==> src/rtl/framebuffer_reader_if.sv <==
// ---------------------------------------------------------------------------
// framebuffer_reader_if
//
// Bundles the pixel-pipeline handshake and the SRAM read-port signals of the
// framebuffer reader so that they travel together through the hierarchy.
//
// Signals:
//   i_frame_start  1-cycle pulse that restarts the raster scan
//   i_pix_req      consumer asks for the next display pixel
//   o_sram_read    read enable to the SRAM read port
//   o_sram_addr    read address to the SRAM
//   i_sram_data    SRAM read data, valid one cycle after the read
//   o_pix_data     pixel data towards the colour stage
//   o_pix_valid    o_pix_data carries a pixel this cycle
//   o_frame_done   pulse with the last pixel of the frame
//   o_req_err      sticky flag: pixel requested while not scanning
//   i_scroll_y     first framebuffer line of the frame (FB_READER_SCROLL_EN)
//
// Modports:
//   master  the reader itself
//   slave   the surroundings (pixel pipeline + SRAM)
//
// Optional feature macro: FB_READER_SCROLL_EN adds i_scroll_y.
// ---------------------------------------------------------------------------
interface framebuffer_reader_if #(
    parameter int ADDR_WIDTH = 16,
    parameter int DATA_WIDTH = 8,
    parameter int FB_HEIGHT  = 240
);
    localparam int SCROLL_W = (FB_HEIGHT > 1) ? $clog2(FB_HEIGHT) : 1;

    logic                  i_frame_start;
    logic                  i_pix_req;
    logic                  o_sram_read;
    logic [ADDR_WIDTH-1:0] o_sram_addr;
    logic [DATA_WIDTH-1:0] i_sram_data;
    logic [DATA_WIDTH-1:0] o_pix_data;
    logic                  o_pix_valid;
    logic                  o_frame_done;
    logic                  o_req_err;
`ifdef FB_READER_SCROLL_EN
    logic [SCROLL_W-1:0]   i_scroll_y;
`endif

`ifdef FB_READER_SCROLL_EN
    modport master (
        input  i_frame_start, i_pix_req, i_sram_data, i_scroll_y,
        output o_sram_read, o_sram_addr, o_pix_data, o_pix_valid,
               o_frame_done, o_req_err
    );
    modport slave (
        output i_frame_start, i_pix_req, i_sram_data, i_scroll_y,
        input  o_sram_read, o_sram_addr, o_pix_data, o_pix_valid,
               o_frame_done, o_req_err
    );
`else
    modport master (
        input  i_frame_start, i_pix_req, i_sram_data,
        output o_sram_read, o_sram_addr, o_pix_data, o_pix_valid,
               o_frame_done, o_req_err
    );
    modport slave (
        output i_frame_start, i_pix_req, i_sram_data,
        input  o_sram_read, o_sram_addr, o_pix_data, o_pix_valid,
               o_frame_done, o_req_err
    );
`endif
endinterface

==> src/rtl/framebuffer_reader.sv <==
// ---------------------------------------------------------------------------
// framebuffer_reader
//
// Read-side master of the dual-port framebuffer SRAM. Walks the buffer in
// raster order, issuing one SRAM read per display pixel requested, and
// replicates every pixel SCALE times horizontally and every line SCALE times
// vertically so a low-resolution buffer fills the screen.
//
// Ports:
//   i_clk  clock
//   i_rst  asynchronous active-high reset
//   bus    framebuffer_reader_if.master (pixel handshake + SRAM read port)
//
// Optional feature macro: FB_READER_SCROLL_EN. When defined the scan starts
// at framebuffer line i_scroll_y (sampled on i_frame_start, out-of-range
// values mean 0) and wraps from the bottom line back to line 0.
// ---------------------------------------------------------------------------
module framebuffer_reader #(
    parameter int ADDR_WIDTH = 16,
    parameter int DATA_WIDTH = 8,
    parameter int FB_WIDTH   = 320,
    parameter int FB_HEIGHT  = 240,
    parameter int SCALE      = 2
) (
    input  logic                  i_clk,
    input  logic                  i_rst,
    framebuffer_reader_if.master  bus
);
    localparam int SW = (SCALE > 1)     ? $clog2(SCALE)     : 1;
    localparam int XW = (FB_WIDTH > 1)  ? $clog2(FB_WIDTH)  : 1;
    localparam int YW = (FB_HEIGHT > 1) ? $clog2(FB_HEIGHT) : 1;

    localparam logic [SW-1:0]         S_MAX  = SW'(SCALE - 1);
    localparam logic [XW-1:0]         X_MAX  = XW'(FB_WIDTH - 1);
    localparam logic [YW-1:0]         Y_MAX  = YW'(FB_HEIGHT - 1);
    localparam logic [ADDR_WIDTH-1:0] LINE_W = ADDR_WIDTH'(FB_WIDTH);

    typedef enum logic [1:0] {IDLE, SCAN, DONE} state_t;

    state_t                state_q, state_d;
    logic [SW-1:0]         xSub_q, xSub_d;
    logic [XW-1:0]         x_q, x_d;
    logic [SW-1:0]         ySub_q, ySub_d;
    logic [YW-1:0]         y_q, y_d;
    logic [ADDR_WIDTH-1:0] lineBase_q, lineBase_d;
    logic                  reqErr_q, reqErr_d;
    logic                  pixValid_q;
    logic                  frameDone_q;

    logic                  sramRead;
    logic                  lastRead;
    logic [YW-1:0]         yStart;
    logic [YW-1:0]         yEnd;
    logic [ADDR_WIDTH-1:0] baseStart;

`ifdef FB_READER_SCROLL_EN
    logic [YW-1:0]         yLast_q, yLast_d;
    logic [YW-1:0]         yLastStart;

    // The frame begins at the requested line and its final displayed line is
    // the one just above it (modulo the buffer height), so the end line is
    // captured together with the start line.
    always_comb begin
        yStart     = (bus.i_scroll_y > Y_MAX) ? '0 : YW'(bus.i_scroll_y);
        yLastStart = (yStart == '0) ? Y_MAX : yStart - YW'(1);
        baseStart  = ADDR_WIDTH'(yStart) * LINE_W;
        yEnd       = yLast_q;
    end
`else
    // Without scrolling every frame runs from line 0 to the bottom line.
    always_comb begin
        yStart    = '0;
        baseStart = '0;
        yEnd      = Y_MAX;
    end
`endif

    // Next-state logic: decides whether a read is issued this cycle and
    // steps the nested replication/raster counters when it is. A frame
    // start overrides everything, including a simultaneous pixel request.
    always_comb begin
        state_d    = state_q;
        xSub_d     = xSub_q;
        x_d        = x_q;
        ySub_d     = ySub_q;
        y_d        = y_q;
        lineBase_d = lineBase_q;
        reqErr_d   = reqErr_q;
`ifdef FB_READER_SCROLL_EN
        yLast_d    = yLast_q;
`endif

        sramRead = (state_q == SCAN) && bus.i_pix_req && !bus.i_frame_start;
        lastRead = sramRead && (xSub_q == S_MAX) && (x_q == X_MAX) &&
                   (ySub_q == S_MAX) && (y_q == yEnd);

        if (bus.i_frame_start) begin
            state_d    = SCAN;
            xSub_d     = '0;
            x_d        = '0;
            ySub_d     = '0;
            y_d        = yStart;
            lineBase_d = baseStart;
            reqErr_d   = 1'b0;
`ifdef FB_READER_SCROLL_EN
            yLast_d    = yLastStart;
`endif
        end else begin
            if (bus.i_pix_req && (state_q != SCAN)) begin
                reqErr_d = 1'b1;
            end
            if (sramRead) begin
                xSub_d = (xSub_q == S_MAX) ? '0 : xSub_q + SW'(1);
                if (xSub_q == S_MAX) begin
                    x_d = (x_q == X_MAX) ? '0 : x_q + XW'(1);
                    if (x_q == X_MAX) begin
                        ySub_d = (ySub_q == S_MAX) ? '0 : ySub_q + SW'(1);
                        if (ySub_q == S_MAX) begin
                            if (y_q == Y_MAX) begin
                                y_d        = '0;
                                lineBase_d = '0;
                            end else begin
                                y_d        = y_q + YW'(1);
                                lineBase_d = lineBase_q + LINE_W;
                            end
                        end
                    end
                end
                if (lastRead) begin
                    state_d = DONE;
                end
            end
        end
    end

    // State and counter registers. The read strobe and last-read flag are
    // delayed by one cycle to line up with the SRAM's read latency; reset
    // drops them at once so an in-flight pixel never reaches the output.
    always_ff @(posedge i_clk or posedge i_rst) begin
        if (i_rst) begin
            state_q     <= IDLE;
            xSub_q      <= '0;
            x_q         <= '0;
            ySub_q      <= '0;
            y_q         <= '0;
            lineBase_q  <= '0;
            reqErr_q    <= 1'b0;
            pixValid_q  <= 1'b0;
            frameDone_q <= 1'b0;
`ifdef FB_READER_SCROLL_EN
            yLast_q     <= Y_MAX;
`endif
        end else begin
            state_q     <= state_d;
            xSub_q      <= xSub_d;
            x_q         <= x_d;
            ySub_q      <= ySub_d;
            y_q         <= y_d;
            lineBase_q  <= lineBase_d;
            reqErr_q    <= reqErr_d;
            pixValid_q  <= sramRead;
            frameDone_q <= lastRead;
`ifdef FB_READER_SCROLL_EN
            yLast_q     <= yLast_d;
`endif
        end
    end

    assign bus.o_sram_read  = sramRead;
    assign bus.o_sram_addr  = lineBase_q + ADDR_WIDTH'(x_q);
    assign bus.o_pix_data   = bus.i_sram_data;
    assign bus.o_pix_valid  = pixValid_q;
    assign bus.o_frame_done = frameDone_q;
    assign bus.o_req_err    = reqErr_q;
endmodule

==> src/flat_wrapper.sv <==
// flat-port wrapper written by rule: the top's interface ports become plain ports
module framebuffer_reader_flat 
#(
    parameter int ADDR_WIDTH = 16,
    parameter int DATA_WIDTH = 8,
    parameter int FB_WIDTH   = 320,
    parameter int FB_HEIGHT  = 240,
    parameter int SCALE      = 2
)
  (i_clk, i_rst, bus_i_frame_start, bus_i_pix_req, bus_i_sram_data, bus_o_sram_read, bus_o_sram_addr, bus_o_pix_data, bus_o_pix_valid, bus_o_frame_done, bus_o_req_err);
  framebuffer_reader_if #(.ADDR_WIDTH(ADDR_WIDTH), .DATA_WIDTH(DATA_WIDTH), .FB_HEIGHT(FB_HEIGHT)) bus_i ();
  input  logic i_clk;
  input  logic i_rst;
  input wire logic [$bits(bus_i.i_frame_start)-1:0] bus_i_frame_start;
  input wire logic [$bits(bus_i.i_pix_req)-1:0] bus_i_pix_req;
  input wire logic [$bits(bus_i.i_sram_data)-1:0] bus_i_sram_data;
  output wire logic [$bits(bus_i.o_sram_read)-1:0] bus_o_sram_read;
  output wire logic [$bits(bus_i.o_sram_addr)-1:0] bus_o_sram_addr;
  output wire logic [$bits(bus_i.o_pix_data)-1:0] bus_o_pix_data;
  output wire logic [$bits(bus_i.o_pix_valid)-1:0] bus_o_pix_valid;
  output wire logic [$bits(bus_i.o_frame_done)-1:0] bus_o_frame_done;
  output wire logic [$bits(bus_i.o_req_err)-1:0] bus_o_req_err;
  assign bus_i.i_frame_start = bus_i_frame_start;
  assign bus_i.i_pix_req = bus_i_pix_req;
  assign bus_i.i_sram_data = bus_i_sram_data;
  assign bus_o_sram_read = bus_i.o_sram_read;
  assign bus_o_sram_addr = bus_i.o_sram_addr;
  assign bus_o_pix_data = bus_i.o_pix_data;
  assign bus_o_pix_valid = bus_i.o_pix_valid;
  assign bus_o_frame_done = bus_i.o_frame_done;
  assign bus_o_req_err = bus_i.o_req_err;
  framebuffer_reader #(.ADDR_WIDTH(ADDR_WIDTH), .DATA_WIDTH(DATA_WIDTH), .FB_WIDTH(FB_WIDTH), .FB_HEIGHT(FB_HEIGHT), .SCALE(SCALE)) u_core (.i_clk(i_clk), .i_rst(i_rst), .bus(bus_i));
endmodule
==> config.mk <==
export PLATFORM = sky130hd
export DESIGN_NAME = framebuffer_reader_flat
export DESIGN_NICKNAME = d
export VERILOG_FILES = /design/src/rtl/framebuffer_reader_if.sv /design/src/rtl/framebuffer_reader.sv /design/src/flat_wrapper.sv
export SDC_FILE = /design/constraint.sdc
export NUM_CORES = 1
export LEC_CHECK = 0
export BUFFER_PORTS_ARGS = -buffer_cell sky130_fd_sc_hd__buf_2
export CAP_MARGIN = 40
export CORE_MARGIN = 2
export CORE_UTILIZATION = 35
export CTS_CLUSTER_SIZE = 25
export DETAILED_ROUTE_END_ITERATION = 8
export GPL_TIMING_DRIVEN = 0
export SYNTH_ARGS = -nofsm -noshare
export SYNTH_HDL_FRONTEND = slang
export SYNTH_SLANG_ARGS = --single-unit
==> constraint.sdc <==
create_clock -name i_clk -period 4.7 [get_ports i_clk]
set_clock_uncertainty 0.2 [all_clocks]
set_input_delay 0.235 -clock i_clk [delete_from_list [all_inputs] [get_ports i_clk]]
set_output_delay 0.235 -clock i_clk [all_outputs]
set_load 0.01 [all_outputs]
# After elaboration in Yosys (flattened, before gate mapping)
# Index checks and enable logic that the tools add are counted.
# op_classes
n_addsub	6
mul	0
div_mod_pow	0
order_cmp	0
eq_ne	4
n_shift	0
mux	29
bitwise_logic	0
n_reduce_logical	18
# op_table
operator	count
$mux 16	6
$mux 8	6
$mux 9	4
$add 16x9->16	1
$add 16x9->16 const B	1
$reduce_bool 2->1	6
$mux 1	10
$add 9x1->9 const B	1
$eq 9x9->1 const B	1
$add 8x1->8 const B	1
$eq 8x8->1 const B	1
$logic_and 1x1->1	7
$mux 2	3
$reduce_and 2->1	2
$reduce_and 4->1	1
$reduce_and 3->1	1
$add 1x1->1 const B	2
$eq 2x1->1 const B	1
$ne 2x1->1 const B	1
$logic_not 1->1	1
# totals
register_bits	40
latch_bits	0
mem_bits_rw	0
romBits	0
output_inout_bits	28
wordCells	66
memories	0

# Depth between registers and ports, before layout
# logic_depth
depth_word	10
mapped_depth	7

# Least setup slack after synthesis
# OpenSTA, ideal clock, no wires.
# synth_timing
path_kind	flip-flop to output port
start	register u_core.lineBase_q[7]
end	output port bus_o_sram_addr[12]
arrival_time_ps	1579
t_required_ps	4265
setup_slack_ps	2686
path_stages_with_launch	7
path_buffers	0
path_cell_list	dfrtp_1 ha_1 a21oi_1 nor2b_1 nor2_1 nor3b_1 xor2_1
# synth_between
elab_chain_cells	1
# synth_rtl
item	line	rtl
from (decl)	framebuffer_reader.sv:45	logic [ADDR_WIDTH-1:0] lineBase_q, lineBase_d;
from (signal assigned)	framebuffer_reader.sv:159	lineBase_q <= lineBase_d;
$add 16x9->16	framebuffer_reader.sv:170	assign bus.o_sram_addr = lineBase_q + ADDR_WIDTH'(x_q);
to (decl)	flat_wrapper.sv:18	output wire logic [$bits(bus_i.o_sram_addr)-1:0] bus_o_sram_addr;
# No other way between the ends.

# Worst setup path in the final report
# Ends and elaborated chain as after synthesis.

==> flow_summary.ini <==
[outcome]
outcome = complete, no violations

[cells_and_area]
multi_input_comb_area_sq_um = 999.7
nets = 286
stdcell_count = 341
ff_latch_area_sq_um = 850.8
diodes = 0
syn2layout_area_growth_pct = 19.50
n_fill_cell = 559
final_core_utilization_pct = 43.45
post_route_cells_drive_above_1_share_pct = 22.30
postLayoutCellArea_sq_um = 2407

[placed_design]
post_dp_cell_area_sq_um = 2287
post-place-ws_ps = 2387
place.detailed.hpwl_microns = 3054
gp_routability_congestion = 0.7613
placed_cells_incl_taps = 332
portBuffers = 30

[yosys]
synth_sequential_area_ratio_pct = 42.24
synth_area_per_cell_sq_um = 8.835
synth_top_area_share_pct = 42.24
mappedNetlistNets = 246
post-synth-top-area-cell = sky130_fd_sc_hd__dfrtp_1
ys_warn_count = 0
syn-instance-count = 228
post_synth_instance_area_sq_um = 2014
synth.lib_cells_used.distinct = 40
synth_top_cells_by_area = sky130_fd_sc_hd__dfrtp_1 (42%), sky130_fd_sc_hd__xor2_1 (5.2%), sky130_fd_sc_hd__a21oi_1 (4.7%)
yosys_register_bits = 34

[die]
floorplan.rows = 27
chipWidth_microns = 79.87
die_area_sq_um = 6378
initial_utilization_pct = 36.36
die_h_microns = 79.87
core_sq_um = 5540
io_pins = 40

[setup_path]
setup.worst_path.end_class = primary output
timing.critical_path.slowest_cell_delay_ps = 450
cp_top_family = simple AND/OR/NAND/NOR gates
crit_type = register to primary output
crit_fanout = 6
critPathLaunchType = register
crit_path_cell_trace = ha_1, a21oi_1, nor2b_1, nor2_1, nor3b_1, xor2_1, buf_2
crit_slowest_cell = sky130_fd_sc_hd__dfrtp_1
cp_data_required_time_ps = 4260
buffer_and_inverter_count_on_the_worst_path = 1
worst-endpoint-arrival_ps = 2200

[grt]
grt_first_pass_wirelength_microns = 7307
grt_max_degree = 20
grt_use_total_pct = 14.33
grt_pass1_vias = 1606
grt.overflow.total = 0
grt_antenna_before_repair = 0

[timing]
postLayoutSetupSlackWorst_ps = 2068
finalHoldWorstSlack_ps = 49.24
hold_viol = 0
final_period_minus_worst_setup_slack_ps = 2632
rsz0062_at_grt = false
setup-tns-final_ps = 0
final_min_period_over_clock_period_pct = 55.99
setup_viol = 0
max_freq_ghz = 0.3800
max-slew-margin-rel_pct = 47.43
report.final.slew_viol_count = 0
worstMarginPinSlew_ps = 787.7

[power]
powerDensity_nw_per_um2 = 245.1
switching_share_pct = 22.20
comb_power_share_pct = 6.6
power_frac_seq_pct = 50.3
fin_total_pwr_mw = 0.5899
power.static_leakage_nw = 1.134
power_switching_mw = 0.1310
worst_ir_drop_vdd_mv = 0.1769
power.clock.fraction_pct = 43.1
internal_dissipation_mw = 0.4590

[min_path]
hold_path_class = input port to register

[route]
detailedRoute.firstIterationViolations = 72
top_signal_layer_used = met4
total_iterations_of_the_first_detailed_routing_run = 4
vias = 1685
wl_met3_microns = 192
met2_length_microns = 1963
postRouteAntennaNets = 0
detail_route.wirelength_microns = 4255
post-route-drc-count = 0
viasPerCell = 4.941
met1Wirelength_microns = 2053
route.detailed.wl_per_inst_microns = 12.48

[flow_run]
drv.max_cap_violation_count = 0

[clock_network]
clk_latency_ps = 280
clkTransAtPathRegs_ps = 70
clock-sinks = 34
htree_num_levels = 2
number_of_buffers_added_by_the_clock_tree_synthesis_step = 5
cts_setup_buffers = 0
tritoncts_clock_tree = yes
max-clock-path-buffers = 2
ctsRootBufferMaster = sky130_fd_sc_hd__clkbuf_8
-- cell families (layout without fill, tap and decap cells) --
logic type,count (synthesis),in the layout,synth area share (%)
AND/OR/NAND/NOR,90,90,23.48
AO/OA/AOI/OAI,52,52,15.03
flip-flops,34,34,42.24
buffers and inverters,29,70,8.136
XOR/XNOR,17,17,7.391
adder cells (fa/ha/maj),6,6,3.727
-- worst register-to-register path: stages (launching register included) --
cell and delay (ps):
sky130_fd_sc_hd__dfrtp_1 420, sky130_fd_sc_hd__ha_1 210, sky130_fd_sc_hd__nand3_1 160, sky130_fd_sc_hd__nor3_1 460
sky130_fd_sc_hd__buf_2 250, sky130_fd_sc_hd__nor2_1 90, sky130_fd_sc_hd__nand2_2 220, sky130_fd_sc_hd__o22ai_1 110
-- sequential cells by signal, indices dropped and copies added (netlist names) --
register / flops
u_core.y_q: 8
u_core.lineBase_q: 10
u_core.bus.o_req_err: 1
u_core.x_q: 9
u_core.ySub_q: 1
u_core.bus.o_frame_done: 1
u_core.bus.o_pix_valid: 1
u_core.state_q: 2
u_core.xSub_q: 1
-- cell usage in the layout, fill, tap and decap left out, types with 5 or more instances in the layout --
master and n:
sky130_fd_sc_hd__nor3_1 7, sky130_fd_sc_hd__nand2_1 24, sky130_fd_sc_hd__o21ai_0 16, sky130_fd_sc_hd__a21oi_1 19, sky130_fd_sc_hd__o31ai_1 5, sky130_fd_sc_hd__clkbuf_1 11, sky130_fd_sc_hd__xnor2_1 5, sky130_fd_sc_hd__clkbuf_8 8
sky130_fd_sc_hd__dfrtp_1 34, sky130_fd_sc_hd__buf_2 32, sky130_fd_sc_hd__xor2_1 12, sky130_fd_sc_hd__nor2b_1 5, sky130_fd_sc_hd__nand3_1 12, sky130_fd_sc_hd__ha_1 6, sky130_fd_sc_hd__nor2_1 20, sky130_fd_sc_hd__buf_4 11
-- layout make-up --
class | count | area share, %
clock buffer | 8 | 4.574
sequential | 34 | 35.34
tap | 72 | 3.742
timing repair buffer | 33 | 8.004
multi-input combinational | 165 | 41.53
buffer | 25 | 6.185
inverter | 4 | 0.6237
-- power by group through the flow --
| stage | Combinational (mW) | Clock, mW | Sequential (mW) |
|---|---|---|---|
| floorplan | 0.0243 | 0 | 0.302 |
| global placement | 0.0358 | 0 | 0.302 |
| detailed placement | 0.0390 | 0 | 0.302 |
| CTS | 0.0398 | 0.260 | 0.296 |
| global route | 0.0440 | 0.273 | 0.297 |
| finish | 0.0390 | 0.254 | 0.297 |
-- path summary, 6_finish.rpt --
| kind | startpoint | to | slack, ps | cells after the start |
|---|---|---|---|---|
| worst min register to register | u_core.bus.o_req_err$_DFFE_PP0P_ | u_core.bus.o_req_err$_DFFE_PP0P_ | 300 | 2 |
| worst max-delay path | u_core.lineBase_q[7]$_DFFE_PP0P_ | bus_o_sram_addr[12] | 2070 | 7 |
| worst min-delay path | bus_i_pix_req | u_core.bus.o_req_err$_DFFE_PP0P_ | 50 | 3 |
| max in group asynchronous | i_rst | u_core.lineBase_q[10]$_DFFE_PP0P_ | 3310 | 4 |
| min in group asynchronous | i_rst | u_core.bus.o_pix_valid$_DFF_PP0_ | 450 | 3 |
| worst max register to register | u_core.y_q[0]$_DFFE_PP0P_ | u_core.lineBase_q[8]$_DFFE_PP0P_ | 2450 | 7 |
-- metal layers --
layer | vias to the layer above | track usage [%]
met5 | - | 0
met4 | 0 | 4.407
li1 | 865 | -
met1 | 769 | 18.70
met2 | 44 | 23.87
met3 | 7 | 2.941
-- cell usage after synthesis --
cell / number
sky130_fd_sc_hd__and3_2: 1
sky130_fd_sc_hd__nand4b_1: 1
sky130_fd_sc_hd__nor2b_1: 5
sky130_fd_sc_hd__a311oi_1: 1
sky130_fd_sc_hd__a21o_1: 1
sky130_fd_sc_hd__nor4b_4: 1
sky130_fd_sc_hd__or4b_1: 1
sky130_fd_sc_hd__nand2b_1: 1
sky130_fd_sc_hd__nand2_1: 24
sky130_fd_sc_hd__o22ai_1: 1
sky130_fd_sc_hd__and4b_1: 2
sky130_fd_sc_hd__nor3b_1: 1
sky130_fd_sc_hd__clkbuf_1: 11
sky130_fd_sc_hd__a31oi_1: 4
sky130_fd_sc_hd__nand3_1: 12
sky130_fd_sc_hd__xnor2_1: 5
sky130_fd_sc_hd__o31ai_1: 5
sky130_fd_sc_hd__xor2_1: 12
sky130_fd_sc_hd__and2_2: 1
sky130_fd_sc_hd__buf_4: 11
sky130_fd_sc_hd__inv_1: 4
sky130_fd_sc_hd__nand2_2: 2
sky130_fd_sc_hd__or2_2: 1
sky130_fd_sc_hd__nand3b_1: 1
sky130_fd_sc_hd__nor3_1: 7
sky130_fd_sc_hd__a21oi_1: 19
sky130_fd_sc_hd__dlygate4sd1_1: 1
sky130_fd_sc_hd__ha_1: 6
sky130_fd_sc_hd__buf_6: 1
sky130_fd_sc_hd__or4_1: 3
sky130_fd_sc_hd__nand3_2: 1
sky130_fd_sc_hd__buf_2: 1
sky130_fd_sc_hd__o21ai_0: 16
sky130_fd_sc_hd__o41ai_1: 4
sky130_fd_sc_hd__or3_1: 1
sky130_fd_sc_hd__o211ai_1: 1
sky130_fd_sc_hd__and3_1: 2
sky130_fd_sc_hd__and2_1: 2
sky130_fd_sc_hd__nor2_1: 20
sky130_fd_sc_hd__dfrtp_1: 34
-- repair_timing --
item                                    4_1_cts  5_1_grt
hold buffers                                  1        0
resized for setup                             0        0
endpoints found under the setup margin        0        0
hold endpoints to repair                     18        0
Note: power is estimated with default switching activity, not from simulation.
